===== config.mk =====
export PLATFORM = sky130hd
export DESIGN_NAME = mem_arb_if
export DESIGN_NICKNAME = d
export VERILOG_FILES = /design/src/rtl/mem_arb_if.sv
export SDC_FILE = /design/constraint.sdc
export NUM_CORES = 1
export LEC_CHECK = 0
export ABC_AREA = 1
export CAP_MARGIN = 20
export CORE_MARGIN = 3
export CORE_UTILIZATION = 49
export CTS_CLUSTER_DIAMETER = 150
export DETAILED_ROUTE_END_ITERATION = 16
export GPL_TIMING_DRIVEN = 0
export PLACE_DENSITY = 0.95
export SYNTH_ARGS = -nofsm -noshare
export SYNTH_HDL_FRONTEND = slang
export SYNTH_SLANG_ARGS = --single-unit

===== constraint.sdc =====
create_clock -name clk -period 5.9 [get_ports clk]
set_clock_uncertainty 0.1 [all_clocks]
set_input_delay 0.59 -clock clk [delete_from_list [all_inputs] [get_ports clk]]
set_output_delay 0.59 -clock clk [all_outputs]
set_load 0.01 [all_outputs]

===== src/rtl/mem_arb_if.sv =====
// Round-robin arbiter feeding NUM_CH load/store requesters onto one memory port,
// one transaction in flight, with a per-transaction response timeout.
module mem_arb_if #(
  parameter int NUM_CH  = 2,
  parameter int DATA_W  = 16,
  parameter int ADDR_W  = 14,
  parameter int TIMEOUT = 255
) (
  input  logic                       clk,
  input  logic                       reset,
  input  logic [NUM_CH-1:0]          ch_load,
  input  logic [NUM_CH-1:0]          ch_store,
  input  logic [NUM_CH*ADDR_W-1:0]   ch_addr,
  input  logic [NUM_CH*DATA_W-1:0]   ch_wdata,
  output logic [NUM_CH-1:0]          ch_done,
  output logic [NUM_CH-1:0]          ch_err,
  output logic [DATA_W-1:0]          ch_rdata,
  output logic                       busy,
  output logic                       cs,
  output logic                       read_req,
  output logic                       write_req,
  output logic [ADDR_W-1:0]          addrout,
  output logic [DATA_W-1:0]          datatomem,
  input  logic [DATA_W-1:0]          datafrommem,
  input  logic                       mem_resp
);

  localparam int CW = (NUM_CH > 1) ? $clog2(NUM_CH) : 1;

  typedef enum logic [1:0] {IDLE, REQ, DONE} state_t;

  state_t              state;
  logic [CW-1:0]       last_grant;
  logic [CW-1:0]       grant;
  logic [CW-1:0]       pick;
  logic [CW-1:0]       cand;
  logic                found;
  logic                op_store;
  logic [15:0]         tmo_cnt;
  logic [NUM_CH-1:0]   req_vec;
  logic [ADDR_W-1:0]   addr_sel;
  logic [DATA_W-1:0]   wdata_sel;
  int                  idx;

  function automatic logic [NUM_CH-1:0] onehot(input logic [CW-1:0] i);
    logic [NUM_CH-1:0] v;
    v    = '0;
    v[i] = 1'b1;
    return v;
  endfunction

  assign req_vec = ch_load | ch_store;
  assign busy    = (state != IDLE);

  // Search upward from the channel after the last grant, wrapping around.
  always_comb begin
    found = 1'b0;
    pick  = '0;
    idx   = 0;
    cand  = '0;
    for (int off = 1; off <= NUM_CH; off++) begin
      idx  = (int'(last_grant) + off) % NUM_CH;
      cand = CW'(idx);
      if (!found && req_vec[cand]) begin
        found = 1'b1;
        pick  = cand;
      end
    end
  end

  always_comb begin
    addr_sel  = '0;
    wdata_sel = '0;
    for (int c = 0; c < NUM_CH; c++) begin
      if (pick == CW'(c)) begin
        addr_sel  = ch_addr[c*ADDR_W +: ADDR_W];
        wdata_sel = ch_wdata[c*DATA_W +: DATA_W];
      end
    end
  end

  always_ff @(posedge clk or posedge reset) begin
    if (reset) begin
      state      <= IDLE;
      last_grant <= CW'(NUM_CH - 1);
      grant      <= '0;
      op_store   <= 1'b0;
      tmo_cnt    <= '0;
      ch_done    <= '0;
      ch_err     <= '0;
      ch_rdata   <= '0;
      cs         <= 1'b0;
      read_req   <= 1'b0;
      write_req  <= 1'b0;
      addrout    <= '0;
      datatomem  <= '0;
    end else begin
      case (state)
        IDLE: begin
          if (found) begin
            grant <= pick;
            if (ch_load[pick] && ch_store[pick]) begin
              // Conflicting op request: report the error without touching memory.
              state    <= DONE;
              ch_done  <= onehot(pick);
              ch_err   <= onehot(pick);
              ch_rdata <= '0;
            end else begin
              state     <= REQ;
              op_store  <= ch_store[pick];
              cs        <= 1'b1;
              read_req  <= ch_load[pick];
              write_req <= ch_store[pick];
              addrout   <= addr_sel;
              tmo_cnt   <= '0;
              if (ch_store[pick])
                datatomem <= wdata_sel;
            end
          end
        end
        REQ: begin
          tmo_cnt <= tmo_cnt + 16'd1;
          // A response in the timeout cycle still counts as success.
          if (mem_resp) begin
            state     <= DONE;
            cs        <= 1'b0;
            read_req  <= 1'b0;
            write_req <= 1'b0;
            ch_done   <= onehot(grant);
            ch_err    <= '0;
            ch_rdata  <= op_store ? '0 : datafrommem;
          end else if ((tmo_cnt + 16'd1) == 16'(TIMEOUT)) begin
            state     <= DONE;
            cs        <= 1'b0;
            read_req  <= 1'b0;
            write_req <= 1'b0;
            ch_done   <= onehot(grant);
            ch_err    <= onehot(grant);
            ch_rdata  <= '0;
          end
        end
        DONE: begin
          state      <= IDLE;
          ch_done    <= '0;
          ch_err     <= '0;
          ch_rdata   <= '0;
          last_grant <= grant;
          tmo_cnt    <= '0;
        end
        default: state <= IDLE;
      endcase
    end
  end

endmodule


==> results of run 1 <==
## cell usage after synthesis, types with 7 or more instances
master	instances
nand4_1	29
nand3_1	17
inv_1	44
o31ai_1	16
nand2_1	159
buf_2	7
dfrtp_1	73
a31oi_1	14
clkbuf_1	10
nor2_1	85
o21ai_0	15
o22ai_1	11
## final cells by class
class	count	area (µm²)
clock buffer	10	138
sequential	74	1850
fill	499	1850
multi-input combinational	371	1750
tap	99	124
timing repair buffer	136	1360
inverter	49	186
clock inverter	6	97.6
buffer	22	118
## power breakdown
part	total, mW	leakage [nW]	switching, mW	internal (mW)
logic	1.22	1.52	0.673	0.549
clock network	0.464	0.119	0.209	0.256
registers	0.796	0.945	0.108	0.688
total	2.48	2.58	0.990	1.49
## registers in the layout, summed over array words and instances, names as in the netlist
register	cells
grant	1
ch_rdata	16
datatomem	16
tmo_cnt	16
read_req	1
addrout	14
ch_err	2
last_grant	1
write_req	1
op_store	1
ch_done	2
cs	1
state	2
## worst min-delay path by stage
stage | to | slack (ns) | depth (start not counted)
2_1_floorplan | last_grant | 0.36 | 2
3_3_place_gp | ch_rdata[15] | 0.35 | 2
3_5_place_dp | ch_rdata[13] | 0.36 | 2
4_1_cts | ch_rdata[13] | 0.38 | 2
5_1_grt | ch_rdata[11] | 0.41 | 2
6_report | ch_rdata[13] | 0.38 | 2
## critical path: stages (launching register included)
cell,delay (ns)
dfrtp_1,0.41
inv_1,0.08
ha_1,0.27
inv_1,0.16
clkdlybuf4s50_1,0.59
## metrics by stage
step | power, mW | std cells
floorplan | 1.45 | 516
global placement | 1.96 | 751
detailed placement | 2.01 | 751
CTS | 2.48 | 767
global route | 2.65 | 767
finish | 2.48 | 767
## cell families (layout without fill, tap and decap cells)
group                    after synthesis  after routing  share of synthesized area, %
AND/OR/NAND/NOR                      302            302                          33.1
XOR/XNOR                               1              1                         0.224
flip-flops                            74             74                          47.4
adder cells (fa/ha/maj)                5              5                          1.60
buffers and inverters                 71            223                          7.71
AO/OA/AOI/OAI                         63             63                          9.99
## routing by layer
layer  up-vias  share of wire, %
met4         0               2.9
met1      1938                39
li1       1972                 -
met5         -                 0
met3        41               8.7
met2       215                50
==> impl_results.md, run 1 <==
- Run status: complete, no violations
- Register-to-register setup slack: roughly 3.6 ns
- Largest net degree at the start of global routing: 75
- Max-slew violation count: 0
- Final hold vios: 0
- Detailed Route WL: around 12 mm
- Grt met1 use: 32.1%
- Share of layout cells above drive strength 1: between 7 and 8%
- Avg Synthesized Cell Area: 7.58 µm²
- DRC viols: 0
- Post_cts resized: 0
- Gr ovfl total: 0
- CP Capture Type: output port
- Vias per cell: ~5.4
- Worst setup margin: 3.35 ns
- Initial DRC Count: 305
- Global Route met2 Usage: around 44%
- Clock Tree Root: clkbuf_8
- Endpoints failing setup: 0
- PD cells: between 400 and 500 mW/mm²
- Die width: about 95 µm
- Dpl ws: around 3 ns
- Setup TNS Final: 0 ns
- Reg2reg start: tmo_cnt[1]
- RSZ-0062 raised after global routing: no
- Cell leakage power: between 2 and 3 nW
- Finished Cell Area: between 0.005 and 0.006 mm²
- Ports: 137
- DR vias: around 4200
- WL/cell: around 15 µm
- H-tree level count: 3
- First-pass GRT wire length: approximately 19 mm
- Post-synthesis sequential area ratio: between 40 and 50%
- Kind of critical path: flip-flop to output port
- Worst hold path class: flip-flop to flip-flop
- Post-Syn Area: around 0.004 mm²
- Dominant synthesized flop cell: dfrtp_1
- Count of unique library cells instantiated by Yosys: 27
- Gr busiest metal: met2
- Vias in the first global route: 4279
- TritonCTS clock tree: built
- Critical Path RT: 5.21 ns
- Ys async rst share: between 90% and 100%
- Top-area cell type share of the netlist area: between 40% and 50%
- Fin util: approximately three quarters
- Tcrit/Tclk final: a little over two fifths
- Synth area leaders: dfrtp_1, nand2_1, nor2_1
- WHS: between 0.3 and 0.4 ns
- Worst r2r path cells: 14
- Min-delay src: ch_rdata[13]
- Initial core utilization: roughly 52%
- Synth Register Bits: 74
- Area of the core: ~0.0075 mm²
- Syn Inst Count: approximately 520
- Syn_nets: about 600
- Row count: 31
- Hold Buf Count CTS: 0
- Crit path to: busy
- Area leader, netlist: dfrtp_1
- Area Growth Syn to Fin: 44.1%
- DRT Pass-1 Iters: 5
- Grt met3 use: 7.89%
- Critical path arrival: 1.86 ns
- Detail Route Antenna Nets: 0
- GPL Wtd Cong: just over 0.9
- Maximum vdd drop: between 0.2 and 0.3 mV
- Antenna cell count: 0
- Worst relative slew slack: 39.4%
- Total setup buffers inserted after CTS: 0
- Num CTS Buffers: 9
- Die Ht: 95.3 µm
- Worst Tran Pin Value: slightly above 0.9 ns
- Post-synth EDFFs: 0
- Crit path from: state[0]
- CP max FO: 5
- Clk Latency, worst-skew pair: roughly 0.36 ns
- Die area: between 0.009 and 0.01 mm²
- Port Buffers: between 100 and 150
- Post-DP Area: between 0.005 and 0.006 mm²
- Commonest non-fill, non-tap cell in the layout: nand2_1
- Commonest non-fill, non-tap cells in the layout: nand2_1, clkdlybuf4s50_1, nor2_1, dfrtp_1, inv_1
- GRT Overall Usage: roughly a quarter
- Clock Pin Slew Worst Setup and Hold Paths: around 0.09 ns
- Min cycle time layout: 2.55 ns
- Clock buffer depth: 2
- Yosys warnings: 0
- Maximum clock frequency: around 390 MHz
- CP startpoint kind: flip-flop
- Initial antenna violation count: 0
- HPWL Detailed: 8.67 mm
- MaxCap Viol Count: 0
- FF-to-FF End: ch_rdata[2]
- Final nets: 751
- Clock Sinks: 74
(Power assumes the default switching activity.)
==> run 2: changes to the inputs <==
--- a/config.mk
+++ b/config.mk
@@ -8,11 +8,11 @@
 export ABC_AREA = 1
 export CAP_MARGIN = 20
 export CORE_MARGIN = 3
-export CORE_UTILIZATION = 49
+export CORE_UTILIZATION = 41
 export CTS_CLUSTER_DIAMETER = 150
 export DETAILED_ROUTE_END_ITERATION = 16
 export GPL_TIMING_DRIVEN = 0
-export PLACE_DENSITY = 0.95
+export PLACE_DENSITY = 0.88
 export SYNTH_ARGS = -nofsm -noshare
 export SYNTH_HDL_FRONTEND = slang
 export SYNTH_SLANG_ARGS = --single-unit
==> constraint.sdc (replaced) <==
create_clock -name clk -period 2.2 [get_ports clk]
set_clock_uncertainty 0.1 [all_clocks]
set_input_delay 0.22 -clock clk [delete_from_list [all_inputs] [get_ports clk]]
set_output_delay 0.22 -clock clk [all_outputs]
set_load 0.01 [all_outputs]
==> run 2 against run 1 <==
The flow now finishes with violations (setup timing); die area increased by 18%; critical path type is now flip-flop to flip-flop; total power rose to 2.8 times the previous value; cell area increased by 4.1%; sequential share of layout area decreased by 1.3 points; worst hold slack lost 0.050 ns; largest cell class is now multi-input combinational cells; combinational power increased to 2.9 times the previous value; global-route usage fell by 5.8 points; clock power grew 150%; first-iteration DRC count fell by 8.2%; setup slack worse by 3.4 ns.
==> impl_results.md, run 2 (same netlist as run 1, synthesis figures left out) <==
- Vias per cell: 5.18 (-4.7%)
- Clk Latency, worst-skew pair: 0.34 ns (-0.02 ns)
- TritonCTS clock tree: built
- Worst Tran Pin Value: 0.885 ns (-0.0247 ns)
- Clock Tree Root: clkbuf_8
- Dpl ws: -0.264 ns (-3.32 ns)
- WHS: 0.332 ns (-0.0496 ns)
- DR vias: 4156 (-0.24%)
- Maximum clock frequency: roughly 440 MHz
- Failing checks: setup timing
- Commonest non-fill, non-tap cell in the layout: nand2_1
- Final nets: 759 (+1.1%)
- Detailed Route WL: 11.6 mm (+0.99%)
- Critical Path RT: 2.35 ns (-2.86 ns)
- Row count: 35 (+13%)
- Initial antenna violation count: 0 (unchanged)
- Kind of critical path: flip-flop to flip-flop
- Clock Sinks: 74 (unchanged)
- FILL cells: 736 (+47%)
- CP max FO: 10 (+5)
- Ports: 137 (unchanged)
- Initial DRC Count: 280 (-8.2%)
- CP startpoint kind: flip-flop
- Commonest non-fill, non-tap cells in the layout: nand2_1, clkdlybuf4s50_1, nor2_1, dfrtp_1, inv_1
- Area Growth Syn to Fin: 50.0%
- First-pass GRT wire length: 18.7 mm (-1.0%)
- Worst hold path class: primary input to asynchronous set/reset pin
- GRT Overall Usage: 20.9% (-5.8 points)
- Die width: 104 µm (+8.7%)
- Min cycle time layout: 2.25 ns
- Clock buffer depth: 2 (unchanged)
- HPWL Detailed: 8.33 mm (-4.0%)
- Antenna cell count: 0 (unchanged)
- MaxCap Viol Count: 0 (unchanged)
- Endpoints failing setup: 20 (+20)
- Worst relative slew slack: 41.0% (+1.6 points)
- Critical path arrival: 2.40 ns (+0.54 ns)
- Maximum vdd drop: 0.638 mV (+150%)
- Placed cell count: 781 (+4.0%)
- RSZ-0062 raised after global routing: yes
- Area of the core: 0.00924 mm² (+23%)
- Largest net degree at the start of global routing: 75 (unchanged)
- Final hold vios: 0 (unchanged)
- Die area: 0.0107 mm² (+18%)
- Max-slew violation count: 0 (unchanged)
- Run status: complete, but fails checks
- WL/cell: 14.5 µm (-3.5%)
- Tcrit/Tclk final: 102%
- Vias in the first global route: 4117 (-3.8%)
- Regs by FF count: ch_rdata (16), datatomem (16), tmo_cnt (16)
- Setup TNS Final: -0.506 ns (-0.506 ns)
- PD cells: 1170 mW/mm² (+160%)
- H-tree level count: 3 (unchanged)
- DRC viols: 0 (unchanged)
- Gr ovfl total: 0 (unchanged)
- Initial core utilization: 42.3% (-9.9 points)
- Fin util: 63.4% (-12 points)
- Cell leakage power: 2.67 nW (+3.7%)
- Share of layout cells above drive strength 1: 12.5% (+5.3 points)
- Port Buffers: 136 (unchanged)
- GPL Wtd Cong: 0.922 (+1.6%)
- Non-Filler Instances: 803 (+4.7%)
- Clock Pin Slew Worst Setup and Hold Paths: 0.08 ns (about the same)
- Detail Route Antenna Nets: 0 (unchanged)
- Num CTS Buffers: 9 (unchanged)
- DRT Pass-1 Iters: 5 (unchanged)
- Die Ht: 104 µm (+8.7%)
- Worst setup margin: -0.0498 ns (-3.40 ns)
- CP Capture Type: flip-flop
run 2: cell types whose count changed in the layout (fill, tap and decap cells not counted), sizes merged:
cell / delta
clkdlybuf4s50: -1
dlymetal6s2s: +1
clkbuf: +2
inv: -2
buf: +5
clkinvlp: +1
run 2: cell type report:
type / count / area (µm²) / share of cell area [%]
Timing Repair Buffer: 144 / 1430 / 24.4
Clock buffer: 9 / 124 / 2.11
Inverter: 49 / 186 / 3.18
Buffer: 22 / 140 / 2.39
Clock inverter: 5 / 81.3 / 1.39
Tap cell: 129 / 161 / 2.75
Sequential cell: 74 / 1850 / 31.6
Multi-Input combinational cell: 371 / 1890 / 32.2
run 2: report_power, final:
part | leakage (nW) | internal [mW] | switching, mW
Clock | 0.101 | 0.626 | 0.518
Sequential | 0.944 | 1.85 | 0.298
Combinational | 1.63 | 1.64 | 1.91
Total | 2.67 | 4.11 | 2.73
run 2: per-layer routing:
layer / GRT usage, % / vias up / wire (µm)
met5: 0 / - / 0
met4: 7.50 / 0 / 289
met3: 4.80 / 25 / 789
met2: 36.0 / 179 / 5840
met1: 25.6 / 1958 / 4730
li1: - / 1994 / -
run 2: worst paths after layout:
check	start	end	slack, ns	cells past startpoint
setup / recovery	tmo_cnt[0]	ch_rdata[9]	-0.05	13
hold / removal	reset	datatomem[3]	0.33	2
setup reg to reg	tmo_cnt[0]	ch_rdata[9]	-0.05	13
hold reg to reg	ch_rdata[2]	ch_rdata[2]	0.38	2
max in group asynchronous	reset	tmo_cnt[2]	1.07	2
min in group clk	ch_addr[22]	addrout[8]	0.34	3
run 2: worst max-delay path, stage by stage (launching register included):
cell and delay (ns):
dfrtp_1 0.43, ha_4 0.18, nand3_2 0.11, nand2_1 0.10, o21ai_0 0.17, nor2_1 0.20, nand3_1 0.10, nor2_1 0.15
nand3_2 0.10, nand2_4 0.12, nand3_4 0.09, buf_6 0.16, nand2_1 0.08, nand2_1 0.05
run 2: timing repair:
item / CTS / global route
pin swaps: 1 / 9
cloned: 0 / 1
hold buffers: 0 / 0
buffers inserted: 3 / 4
endpoints found under the setup margin: 23 / 72
resized for setup: 2 / 50
run 2: metrics by stage:
| stage | area [µm²] | total power, mW |
|---|---|---|
| after floorplan | 3910 | 3.88 |
| after global placement | 5430 | 5.29 |
| after detailed placement | 5430 | 5.41 |
| after CTS | 5670 | 6.58 |
| after global routing | 5860 | 7.29 |
| final | 5860 | 6.84 |
